$ cat src/rtl/led_drv_pkg.sv
// ---------------------------------------------------------------------------
// led_drv_pkg
// Shared definitions for the LED blink driver. It holds the command codes
// presented on i_cmd, the mode codes reported on o_mode, and the FSM state
// enum.
//
// It also provides two helpers that map an FSM state to its reported mode
// and to its "lit" condition. Both the top level and the optional
// dimmer path use them, so the decode lives in one place.
// ---------------------------------------------------------------------------
package led_drv_pkg;

    // Command codes carried on i_cmd
    typedef enum logic [1:0] {
        CMD_OFF    = 2'b00,
        CMD_ON     = 2'b01,
        CMD_BLINK  = 2'b10,
        CMD_TOGGLE = 2'b11
    } cmd_e;

    // Mode codes reported on o_mode
    localparam logic [1:0] MODE_OFF   = 2'b00;
    localparam logic [1:0] MODE_ON    = 2'b01;
    localparam logic [1:0] MODE_BLINK = 2'b10;

    // Width of the free-running PWM counter (16-cycle dimming period)
    localparam int PWM_BITS = 4;

    typedef enum logic [1:0] {
        S_OFF      = 2'b00,
        S_ON       = 2'b01,
        S_BLINK_HI = 2'b10,
        S_BLINK_LO = 2'b11
    } state_e;

    // Both blink phases report the same mode
    function automatic logic [1:0] state_mode(input state_e s);
        logic [1:0] m;
        case (s)
            S_ON:       m = MODE_ON;
            S_BLINK_HI: m = MODE_BLINK;
            S_BLINK_LO: m = MODE_BLINK;
            default:    m = MODE_OFF;
        endcase
        return m;
    endfunction

    // The LED is lit in the steady-on state and in the high blink phase
    function automatic logic state_lit(input state_e s);
        return (s == S_ON) || (s == S_BLINK_HI);
    endfunction

endpackage

$ cat src/rtl/led_pwm_dimmer.sv
// ---------------------------------------------------------------------------
// led_pwm_dimmer
// Brightness gate for the LED. A 16-cycle free-running counter is compared
// against i_duty. The registered output is high only while the LED should
// be lit and the counter is below the duty value. A duty of 0 keeps the LED
// dark; a duty of 15 lights it for 15 of every 16 cycles.
//
// i_duty is sampled every cycle and is not latched.
//
// Ports:
//   clk     in   system clock, rising edge
//   rst     in   synchronous active-high reset (clears counter and output)
//   i_duty  in   [3:0] brightness
//   i_lit   in   LED should be lit (from the driver FSM)
//   o_led   out  registered, dimmed LED drive
// ---------------------------------------------------------------------------
module led_pwm_dimmer
    import led_drv_pkg::*;
(
    input  logic                clk,
    input  logic                rst,
    input  logic [PWM_BITS-1:0] i_duty,
    input  logic                i_lit,
    output logic                o_led
);

    logic [PWM_BITS-1:0] r_pwm_cnt;
    logic                r_led;

    always_ff @(posedge clk) begin
        if (rst) begin
            r_pwm_cnt <= '0;
            r_led     <= 1'b0;
        end else begin
            // Wraps naturally at 16
            r_pwm_cnt <= r_pwm_cnt + PWM_BITS'(1);
            r_led     <= i_lit && (r_pwm_cnt < i_duty);
        end
    end

    assign o_led = r_led;

endmodule

$ cat src/rtl/led_blink_driver.sv
// ---------------------------------------------------------------------------
// led_blink_driver
// A command-driven LED controller with OFF, ON, BLINK and TOGGLE commands.
// Commands arrive as one-cycle strobes and are never back-pressured.
//
// In blink mode a half-period counter runs 0..BLINK_HALF-1. On the terminal
// count the FSM flips between the high and low phases. A command arriving
// on the terminal-count cycle takes priority over the phase flip.
//
// o_led and o_mode are registered from the current state. A command
// sampled at edge N therefore appears on the outputs after edge N+1.
//
// Optional feature (macro LED_BLINK_DRIVER_DIM_EN):
//   Adds input i_duty[3:0] and routes the lit condition through
//   led_pwm_dimmer for 16-step brightness control. Without the macro,
//   lit states drive o_led high continuously.
//
// Ports:
//   clk          in   system clock, rising edge
//   rst          in   synchronous active-high reset
//   i_cmd_valid  in   one-cycle command strobe
//   i_cmd        in   [1:0] 00 OFF, 01 ON, 10 BLINK, 11 TOGGLE
//   i_duty       in   [3:0] brightness (only with LED_BLINK_DRIVER_DIM_EN)
//   o_led        out  registered LED drive, 1 = lit
//   o_mode       out  [1:0] 00 OFF, 01 ON, 10 BLINK
//
// Parameters:
//   BLINK_HALF   clk cycles per blink half-period (min 2)
// ---------------------------------------------------------------------------
module led_blink_driver #(
    parameter int BLINK_HALF = 12500000
) (
    input  logic       clk,
    input  logic       rst,
    input  logic       i_cmd_valid,
    input  logic [1:0] i_cmd,
`ifdef LED_BLINK_DRIVER_DIM_EN
    input  logic [3:0] i_duty,
`endif
    output logic       o_led,
    output logic [1:0] o_mode
);

    import led_drv_pkg::*;

    localparam int            CW = (BLINK_HALF > 1) ? $clog2(BLINK_HALF) : 1;
    localparam logic [CW-1:0] TC = CW'(BLINK_HALF - 1);

    state_e        r_state;
    state_e        w_state_next;
    logic [CW-1:0] r_cnt;
    logic [CW-1:0] w_cnt_next;
    logic [1:0]    r_mode;
    logic          w_lit;

    // State, counter and mode registers
    always_ff @(posedge clk) begin
        if (rst) begin
            r_state <= S_OFF;
            r_cnt   <= '0;
            r_mode  <= MODE_OFF;
        end else begin
            r_state <= w_state_next;
            r_cnt   <= w_cnt_next;
            r_mode  <= state_mode(r_state);
        end
    end

    // Next-state logic. The phase progression is computed first. A valid
    // command then overrides it, which gives commands priority over a
    // coincident terminal count. The counter defaults to 0, so it holds at
    // 0 outside the blink states and clears on every command transition.
    always_comb begin
        w_state_next = r_state;
        w_cnt_next   = '0;

        case (r_state)
            S_BLINK_HI, S_BLINK_LO: begin
                if (r_cnt == TC) begin
                    w_state_next = (r_state == S_BLINK_HI) ? S_BLINK_LO : S_BLINK_HI;
                end else begin
                    w_cnt_next = r_cnt + CW'(1);
                end
            end
            default: ;
        endcase

        if (i_cmd_valid) begin
            case (i_cmd)
                CMD_OFF: begin
                    w_state_next = S_OFF;
                    w_cnt_next   = '0;
                end
                CMD_ON: begin
                    w_state_next = S_ON;
                    w_cnt_next   = '0;
                end
                CMD_BLINK: begin
                    // While already blinking, leave phase and counter alone
                    if (r_state == S_OFF || r_state == S_ON) begin
                        w_state_next = S_BLINK_HI;
                        w_cnt_next   = '0;
                    end
                end
                default: begin
                    // CMD_TOGGLE: only S_OFF turns on; ON and both blink
                    // phases turn off
                    w_state_next = (r_state == S_OFF) ? S_ON : S_OFF;
                    w_cnt_next   = '0;
                end
            endcase
        end
    end

    assign w_lit  = state_lit(r_state);
    assign o_mode = r_mode;

`ifdef LED_BLINK_DRIVER_DIM_EN
    // The dimmer's output register doubles as the LED output register,
    // so latency is unchanged
    led_pwm_dimmer u_pwm (
        .clk    (clk),
        .rst    (rst),
        .i_duty (i_duty),
        .i_lit  (w_lit),
        .o_led  (o_led)
    );
`else
    logic r_led;

    always_ff @(posedge clk) begin
        if (rst) begin
            r_led <= 1'b0;
        end else begin
            r_led <= w_lit;
        end
    end

    assign o_led = r_led;
`endif

endmodule
$ cat config.mk
export PLATFORM = sky130hd
export DESIGN_NAME = led_blink_driver
export DESIGN_NICKNAME = d
export VERILOG_FILES = /design/src/rtl/led_drv_pkg.sv /design/src/rtl/led_pwm_dimmer.sv /design/src/rtl/led_blink_driver.sv
export SDC_FILE = /design/constraint.sdc
export NUM_CORES = 1
export LEC_CHECK = 0
export ABC_CLOCK_PERIOD_IN_PS = 3460
export CORE_UTILIZATION = 25
export DETAILED_ROUTE_END_ITERATION = 16
export HOLD_SLACK_MARGIN = 0.02
export MAX_ROUTING_LAYER = met4
export PLACE_DENSITY = 0.39
export SLEW_MARGIN = 25
export SYNTH_ARGS = -nofsm -noshare
export SYNTH_HDL_FRONTEND = slang
export SYNTH_SLANG_ARGS = --single-unit
$ cat constraint.sdc
create_clock -name clk -period 3.46 [get_ports clk]
set_input_delay 0.519 -clock clk [delete_from_list [all_inputs] [get_ports clk]]
set_output_delay 0.519 -clock clk [all_outputs]
set_load 0.02 [all_outputs]
# Word-level counts from Yosys, hierarchy flattened
# Index checks and enable logic that the tools add are counted.
# Widths: inputs -> output; s select.
[word_totals] register_bits=29 in_bits=5 out_inout_bits=3 word_cells=29
[classes] add_sub_neg=1 n_eq_ne=6 mux=13 n_reduce_logical=5
[ops] operator="$mux 24" count=5
[ops] operator="$add 24x1->24 const B" count=1
[ops] operator="$eq 24x24->1 const B" count=1
[ops] operator="$mux 2" count=4
[ops] operator="$eq 2x2->1 const B" count=3
[ops] operator="$pmux 2 s3" count=1
[ops] operator="$eq 2x1->1 const B" count=2
[ops] operator="$logic_not 2->1" count=2
[ops] operator="$pmux 2 s2" count=1
[ops] operator="$logic_or 1x1->1" count=2
[ops] operator="$mux 1" count=2
[ops] operator="$reduce_or 2->1" count=1

# Longest topological paths before layout
# Gate-level depths: netlist (run 1).
[logic_depth] word_depth=7 mapped_depth=9 mapped_depth_nobuf=7

# Least setup slack after synthesis (run 1)
# No wires, ideal clock.
[synth_path] path_type="reg-to-reg" start="register r_state[0]" end="register r_cnt[13]" setup_time_ns=0.064 t_arrival_ns=1.934 required_ns=3.396 slack_ns=1.463 path_stages_with_launch=10 n_path_buf=2 period_less_slack_ns=1.997 path_cell_list="dfxtp_1 inv_1 ha_1 nand2b_1 or3_1 a21o_1 or3_1 buf_6 buf_6 nor2_1"
[synth_via] elab_chain_len=6 elab_cells_between_ends=10 classes_between="3 x eq/ne; 4 x mux; 3 x reduce/logical"
[synth_lines] item="from (decl)" line="led_blink_driver.sv:49" rtl="state_e r_state;"
[synth_lines] item="from (signal assigned)" line="led_blink_driver.sv:63" rtl="r_state <= w_state_next;"
[synth_lines] item="$eq 2x2->1" line="led_blink_driver.sv:77" rtl="case (r_state)"
[synth_lines] item="$reduce_or 2->1 (no line)"
[synth_lines] item="$mux 24" line="led_blink_driver.sv:77"
[synth_lines] item="$mux 24" line="led_blink_driver.sv:100" rtl="if (r_state == S_OFF || r_state == S_ON) begin"
[synth_lines] item="$mux 24" line="led_blink_driver.sv:89" rtl="case (i_cmd)"
[synth_lines] item="$mux 24 *" line="led_blink_driver.sv:88" rtl="if (i_cmd_valid) begin"
[synth_lines] item="to (signal assigned)" line="led_blink_driver.sv:64" rtl="r_cnt <= w_cnt_next;"
[synth_lines] item="to (decl)" line="led_blink_driver.sv:51" rtl="logic [CW-1:0] r_cnt;"
# Mark *: on every way between the ends. The rest lies on a longest branch, timed or not.
# A chain may end at the register's enable or synchronous reset.

# Worst setup path after layout (run 1)
[layout_path] start="register r_cnt[0]" end="register r_cnt[21]"
[layout_via] elab_chain_len=6 elab_cells_between_ends=7 classes_between="1 x add/sub; 1 x eq/ne; 5 x mux"
[layout_lines] item="$add 24x1->24 or $eq 24x24->1 (tied branches)" line="led_blink_driver.sv:82, led_blink_driver.sv:79"
[layout_lines] item="$mux 24 *" line="led_blink_driver.sv:79" rtl="if (r_cnt == TC) begin"
[layout_lines] item="$mux 24 *" line="led_blink_driver.sv:77"
[layout_lines] item="$mux 24" line="led_blink_driver.sv:100"
[layout_lines] item="$mux 24" line="led_blink_driver.sv:89"
[layout_lines] item="$mux 24 *" line="led_blink_driver.sv:88"
# Marked as above.

==> run summary, run 1 <==
After detailed routing, the average wire length per cell comes to 11.0 um. The largest family of logic cells by synthesized area is simple AND/OR/NAND/NOR gates. Compared with the post-synthesis result, the final layout area differs by 15.8%. For the leakage power, the log shows 0.000486 uW.

The number of enable flip-flop cells after synthesis was 0. The buffer levels on the longest clock path came out at 2. Setup repair after global routing left no endpoint under its margin. By area the synthesized netlist is led by sky130_fd_sc_hd__dfxtp_1 44%, sky130_fd_sc_hd__xor2_1 9.9%, sky130_fd_sc_hd__nor2_1 7.9%. After clock tree synthesis, the setup repair step added 0 buffers. The count of pins over their slew limit is 0.

In the synthesized netlist, mux cells make up 0.752% of the area. The tools report the largest net degree at the start of global routing as 25. The post-synthesis simple-gate area fraction is 30.3%.

The tools report the synthesized net count as 158. The max-cap check violation count is 0, and the share of cells above drive strength 1 is 6.92%. The floorplan step set the die width to 75.0 um.

The portion of synthesized cell area occupied by the leading cell type came out at 43.6%. The root buffer cell was sky130_fd_sc_hd__clkbuf_8. After legalization and detailed placement, the total HPWL measured 1860 um.

The number of hold buffers added after CTS was 0. The switching component of the power was 132 uW. The worst register-to-register path ends at r_cnt[21].

Timing would allow up to 0.413 GHz. The number of different library cells used by synthesis comes to 27. Wires add up to 2530 um. Of the synthesized area, sequential elements account for 43.6%. Combinational logic is responsible for 4.6% of the overall power.

Relative slew slack: 41.1%. The category of the worst setup path capture point was a flop. The floorplan step defined a die boundary enclosing 0.00562 mm^2.

Routability-driven placement finished with a final weighted congestion of 0.768. The run gives 53.0% as the portion of total power attributed to sequential cells. Cell with the most instances after synthesis: sky130_fd_sc_hd__dfxtp_1. Detailed routing inserted a total of 980 vias. The final setup skew was 6.38 ps. The number of global-route vias before repair came out at 970. The count of input and output buffers came out at 7. The repair_antennas step left the layout with diodes totalling 0. The slowest stage of the critical path belongs to the cell sky130_fd_sc_hd__or3_1. In this run the power density over the cells is 416 mW/mm^2. The tools report the number of resized instances in the post-cts repair step as 0. After layout, the design draws a total of 642 uW.

STA puts the critical path data required time at 3580 ps. The maximum fanout count along the critical path is 24, and the fraction of the mapped netlist area in adder cells is 4.70%. The hold path depth came out at 1. The clock group share of total power is 42.4%, and the slack of the worst reg-to-reg path is 1040 ps. The detailed router finished its first iteration with 37 violations. The worst register-to-register path begins at r_cnt[0]. The H-tree generated during clock tree synthesis spans 2 levels. The number of synthesized register bits was 29.

The worst-case vdd ir drop came out at 0.000206 V. The min-delay analysis places its worst path in the category flop to flop. After the last flow step, the layout net total stands at 169.

The worst path uses 70.0% of the clock period. Worst hold slack: 473 ps. Of the total power, the share spent switching nets is 20.6%.

Summed over all layers, the global routing overflow is 0. The first global-routing pass estimated 4550 um of wire. For the clock latency on the worst-skew pair, the log shows 280 ps. The run finished with clean final reports. The tools report the final sum of negative setup slack as 0 ps.

For the sink count of the clock tree, the log shows 29. The gate count of the mapped netlist is 148, and the critical path data arrival time is 2540 ps. TritonCTS built the clock tree. The pre-antenna-repair detailed-routing pass consisted of 4 iterations.

Setup violations remaining at the end of the flow were counted as 0. Counting the fill cells in the layout gives 547. Summing every instance area after synthesis gives 0.00133 mm^2. The post-synthesis async set-or-reset flop share is 0%, and the number of hold violations in the final report is 0. The startpoint identified for the worst hold timing path is r_cnt[0]. The internal power summed over all cells was 510 uW; the number of nets still failing antenna checks after routing was 0. The largest stage delay on the critical path came out at 740 ps. In the routed layout, each cell is associated on average with a via count of 4.28.

The clock transition at the register clock pins on the worst setup and hold paths after CTS is 60 ps. The tools report the total number of placement rows as 26. The die height works out to 75.0 um. For this configuration, the core starts out at a cell density of 26.1%. Each instance of the synthesized netlist takes up on average 9.00 um^2. The signal on the critical path passes through ha_1, and4_1, nand2_1, nor4_1, or3_1, nor2_1. The initial antenna violation count is 0. The worst min-delay path endpoint is r_cnt[0]. The Yosys step of the flow raised 0 warnings. The synthesized netlist devotes 2.82% of its cell area to compound gates. For the worst flop-to-flop path, the logic depth is 6. The tools report the overall routing resource usage as 11.9%. The category of the most critical setup path is flop to flop. The fraction of synthesized cell area in xor and xnor cells came out at 14.5%. Among all flip-flop cells after synthesis, the most frequent one is sky130_fd_sc_hd__dfxtp_1. The tools report the DRC violation count after routing as 0. In the synthesized netlist, the cells that appear most often are 29 x sky130_fd_sc_hd__dfxtp_1, 28 x sky130_fd_sc_hd__nor2_1, 15 x sky130_fd_sc_hd__xor2_1.

8 I/O pins were placed. At the pin with the least slew margin, the transition time is 883 ps. Summed over all instances, the cell type with the most area after synthesis is sky130_fd_sc_hd__dfxtp_1.

STA classifies the critical path startpoint as a flop. The clock period minus worst slack was 2420 ps; the placeable core area was 0.00511 mm^2. Clock tree synthesis inserted a total of 5 buffers.
## metal layers
| metal | GRT usage (%) | part of all wire (%) |
|---|---|---|
| met5 | - | 0 |
| met4 | 6.92 | 2.6 |
| met3 | 4.42 | 2.6 |
| met2 | 16.9 | 45 |
| met1 | 14.2 | 49 |
## state kept, by name, indices dropped and copies added (netlist names)
name     flops
r_state      2
o_led        1
r_cnt       24
o_mode       2
## power by group through the flow
stage / sequential [uW] / combinational [uW] / clock (uW)
6_report: 340 / 29.4 / 272
5_1_grt: 341 / 33.1 / 306
4_1_cts: 340 / 29.5 / 285
3_5_place_dp: 348 / 29.4 / 0
3_3_place_gp: 347 / 30.1 / 0
2_1_floorplan: 350 / 15.7 / 0
## how the worst max path moves through the flow
stage               start   endpoint  slack, ps  cells after the start
3_3_place_gp     i_cmd[1]   r_cnt[3]        870                      6
6_report         r_cnt[0]  r_cnt[21]       1040                      6
5_1_grt          r_cnt[0]  r_cnt[15]        790                      6
2_1_floorplan  r_state[0]  r_cnt[13]       1460                      9
4_1_cts          r_cnt[0]  r_cnt[21]        950                      6
3_5_place_dp     i_cmd[1]  r_cnt[21]        810                      6
## cells by family (layout without fill, tap and decap cells)
group,Yosys count,count (layout)
adder cells (fa/ha/maj),5,5
AO/OA/AOI/OAI,6,6
multiplexers,1,1
flip-flops,29,29
buffers and inverters,6,17
AND/OR/NAND/NOR,79,79
XOR/XNOR,22,22
## cells in the final DEF (no fill, tap or decap), drive strengths merged
master         count
nor4b              2
clkdlybuf4s50      7
and2               1
a31oi              1
nand2b             2
nor2              32
inv                3
o22ai              1
mux2i              1
dfxtp             29
nor4bb             1
a21o               2
nand4              7
nand2              8
nor2b              2
xor2              15
clkbuf             7
o21ai              2
or3                2
nor3               2
nand3             12
xnor2              7
nor4               3
and4               1
and3               4
ha                 5
## layout make-up
| type | count | area (um^2) | share of cell area, % |
|---|---|---|---|
| multi-input cells | 113 | 706 | 45.8 |
| flip-flops and latches | 29 | 581 | 37.7 |
| well taps | 70 | 87.6 | 5.68 |
| clock buffers | 7 | 86.3 | 5.60 |
| repair buffers | 7 | 70.1 | 4.55 |
| inverters | 3 | 11.3 | 0.731 |
## through the flow
step	util [%]	cells	setup WS, ps	cell area [um^2]
2_1_floorplan	-	148	1460	1330
3_3_place_gp	28.5	222	868	1460
3_5_place_dp	28.5	222	810	1460
4_1_cts	30.2	229	950	1540
5_1_grt	30.2	229	787	1540
6_report	30.2	229	1040	1540
## critical path: cells and delay by family (launching register included)
kind	cells	cell delay [ps]
AND/OR/NAND/NOR	5	1650
flip-flops	1	380
adder cells (fa/ha/maj)	1	230
No activity file was read; power rests on OpenSTA's default activity.
==> inputs of run 2 (changes only) <==
- ABC_CLOCK_PERIOD_IN_PS: 3460 -> 2000
- PLACE_DENSITY: 0.39 -> 0.41
- clock period: 3.46 -> 2 ns (I/O delays scaled with it)
==> run 2 against run 1 <==
  * Combinational power rose to 3.0 times the previous value
  * Critical path depth is 2 higher
  * Clock skew rose by 3.0 ps
  * Via count is 9.8% higher
  * Largest cell class unchanged
  * Worst hold slack improved by 43 ps
  * Clock power rose by 71%
  * Wire length increased by 14%
  * Critical path type unchanged
  * Setup slack worse by 1000 ps
  * Power up 78%
  * Non-clock buffer count is 14 higher
==> run summary, run 2 (same netlist as run 1, synthesis figures left out) <==
The run finished with clean final reports. The number of DRC violations after detailed-routing iteration 0 was 81 (+120%). The largest stage delay on the critical path works out to 450 ps (-290 ps). The tools report the sink count of the clock tree as 29 (unchanged). The required time at the worst-slack endpoint is 2230 ps (-1350 ps), and the overall routing resource usage is 12.1% (+0.21 points). Total design power: 1140 uW (+78%).

The count of input and output buffers is 7 (unchanged), and the starting utilization of the core area is 26.1% (unchanged). The total placed cells including tap cells is 233 (+5.0%), and the hold-fix buffer count after cts is 0 (unchanged). The die height is 75.0 um (unchanged). The fraction of the core area covered by cells at the end of the flow came out at 35.1% (+4.9 points).

Total number of placement rows: 26 (unchanged). Setup repair after global routing could not meet its margin everywhere. For the worst setup timing slack at the placement stage, the log shows -117 ps (-927 ps).

The category of the most critical setup path was flop to flop. The wire length per cell after detailed routing works out to 11.8 um (+6.7%). Clock period minus worst slack: 1990 ps (-433 ps). The leakage power was 0.000592 uW (+22%); the first-pass GRT wire length was 4800 um (+5.6%). The maximum fanout count along the critical path was 6 (-75%); the area added between synthesis and finish was 34.5%. The die outline width is 75.0 um (unchanged), and the TritonCTS buffer count is 5 (unchanged).

The share of cells above drive strength 1 is 24.7% (+18 points), and the number of buffers and inverters on the critical path is 2 (+2). In the layout the commonest cells are 27 x sky130_fd_sc_hd__dfxtp_1, 20 x sky130_fd_sc_hd__nor2_1, 15 x sky130_fd_sc_hd__xor2_1, 12 x sky130_fd_sc_hd__nand3_1, 11 x sky130_fd_sc_hd__buf_4. The run gives 183 (+8.3%) as the net count of the finished layout.

The antenna cell count came out at 0 (unchanged). Traced cell by cell, the critical path runs through inv_4, ha_4, nand2b_4, or3_1, a21o_1, or3_4, clkbuf_16, nor2_4. r_cnt holds more flip-flops than any other register.

Slack of the critical path: 10.9 ps (-1030 ps). TritonCTS built the clock tree. The routed wire length was 2870 um (+14%); the max-cap check violation count was 0 (unchanged). The library cell used most frequently in the layout, excluding fill and tap cells, is sky130_fd_sc_hd__dfxtp_1.

CTS placed an instance of sky130_fd_sc_hd__clkbuf_8 at the clock tree root. The tools report the clock latency on the worst-skew pair as 280 ps (about the same). The pin slew with the least headroom to its limit was 351 ps (-532 ps). The remaining global-route overflow is 0 (unchanged), and the largest net degree at the start of global routing is 13 (-48%). The CTS H-tree depth was 2 (unchanged); the die area was 0.00562 mm^2 (unchanged). The largest delay contributor family on the critical path was simple AND/OR/NAND/NOR gates. The tools report the iteration count of the initial detailed-routing pass as 4 (unchanged). The detailed-route via count was 1076 (+9.8%); the post-detailed-route via-to-cell ratio was 4.41 (+3.0%). The number of fill cells in the layout was 531 (-2.9%). The number of flip-flops in the largest register was 24 (unchanged). The worst setup path is launched from a flop. For the placeable core area, the log shows 0.00511 mm^2 (unchanged). The run gives 0 (unchanged) as the initial antenna violation count. For the final standard cell area without fillers, the log shows 0.00179 mm^2 (+16%). The final setup skew is 9.35 ps (+2.97 ps). The final-report setup violation count was 0 (unchanged); the worst-case vdd ir drop was 0.000194 V (-5.8%). The number of hold violations in the final report came out at 0 (unchanged). The critical path data arrival time was 2220 ps (-320 ps); the count of pins over their slew limit was 0 (unchanged). The final worst-path cycle share was 99.5% (+29 points); the filler-free cell count of the finished design was 244 (+6.6%). In this run the worst hold path is classified as flop to flop. The relative slew slack is 76.3% (+35 points). The logs give 1017 (+4.8%) for the number of global-route vias before repair and 0.00155 mm^2 (+6.5%) for the area after detailed placement. The I/O pin count is 8 (unchanged). The DRC violation count after routing was 0 (unchanged); the power density over cell area was 639 mW/mm^2 (+53%). STA classifies the critical path endpoint as a flop.

The final estimated routing congestion in global placement was 0.733 (-4.6%). Standard cell with the maximum stage delay on the critical path: sky130_fd_sc_hd__or3_4. The tools report the number of nets still failing antenna checks after routing as 0 (unchanged). The clock transition at the register clock pins on the worst setup and hold paths after CTS was 70 ps (about the same). The half-perimeter wire length of the detailed placement result was 1900 um (+2.1%). The buffer levels on the longest clock path is 2 (unchanged).

The run gives 0.503 GHz (+22%) as the achievable clock frequency.
## run 2: cell types whose count changed in the layout (fill, tap and decap cells not counted), sizes merged
cell / delta
clkinv: +2
buf: +13
## run 2: cell type report
class	count	area, um^2	area share, %
multi-input cells	113	798	44.6
flip-flops and latches	29	583	32.6
repair buffers	21	225	12.6
well taps	70	87.6	4.89
clock buffers	6	72.6	4.05
inverters	3	13.8	0.769
clock inverters	2	10.0	0.559
## run 2: where the power goes
part           total (uW)  internal, uW  switching, uW
logic                88.5          48.7           39.8
registers             589           585           3.70
clock network         466           241            225
## run 2: routing by layer
metal  part of all wire, %  up-vias  GRT usage (%)
li1                      -      549              -
met1                    49      506           14.9
met2                    46       13           17.9
met3                   2.9        8           4.02
met4                   2.2        0           5.03
met5                     0        -              -
## run 2: final timing paths
check             cells past startpoint   endpoint  slack, ps        from
setup / recovery                      8  r_cnt[12]         10  r_state[1]
setup reg to reg                      8  r_cnt[12]         10  r_state[1]
hold / removal                        2  r_cnt[13]        520   r_cnt[13]
hold reg to reg                       2  r_cnt[13]        520   r_cnt[13]
## run 2: worst reg2reg max path: cells and delay by family (launching register included)
kind            cells  cell delay, ps
compound gates      1             180
fa+ha+maj           1             150
buf+inv             2             250
flops               1             350
simple gates        4            1010
## run 2: metrics by stage
stage	hold slack, ps	TNS, ps
after floorplan	372	0
after global placement	496	-1820
after detailed placement	503	-2380
final	516	0
after CTS	520	0
after global routing	556	-992
## run 2: repair_timing
action | in CTS | in global routing
buffers inserted | 0 | 1
pin swaps | 1 | 9
setup endpoints to repair | 23 | 25
gates cloned | 1 | 1
gates resized for setup | 5 | 22
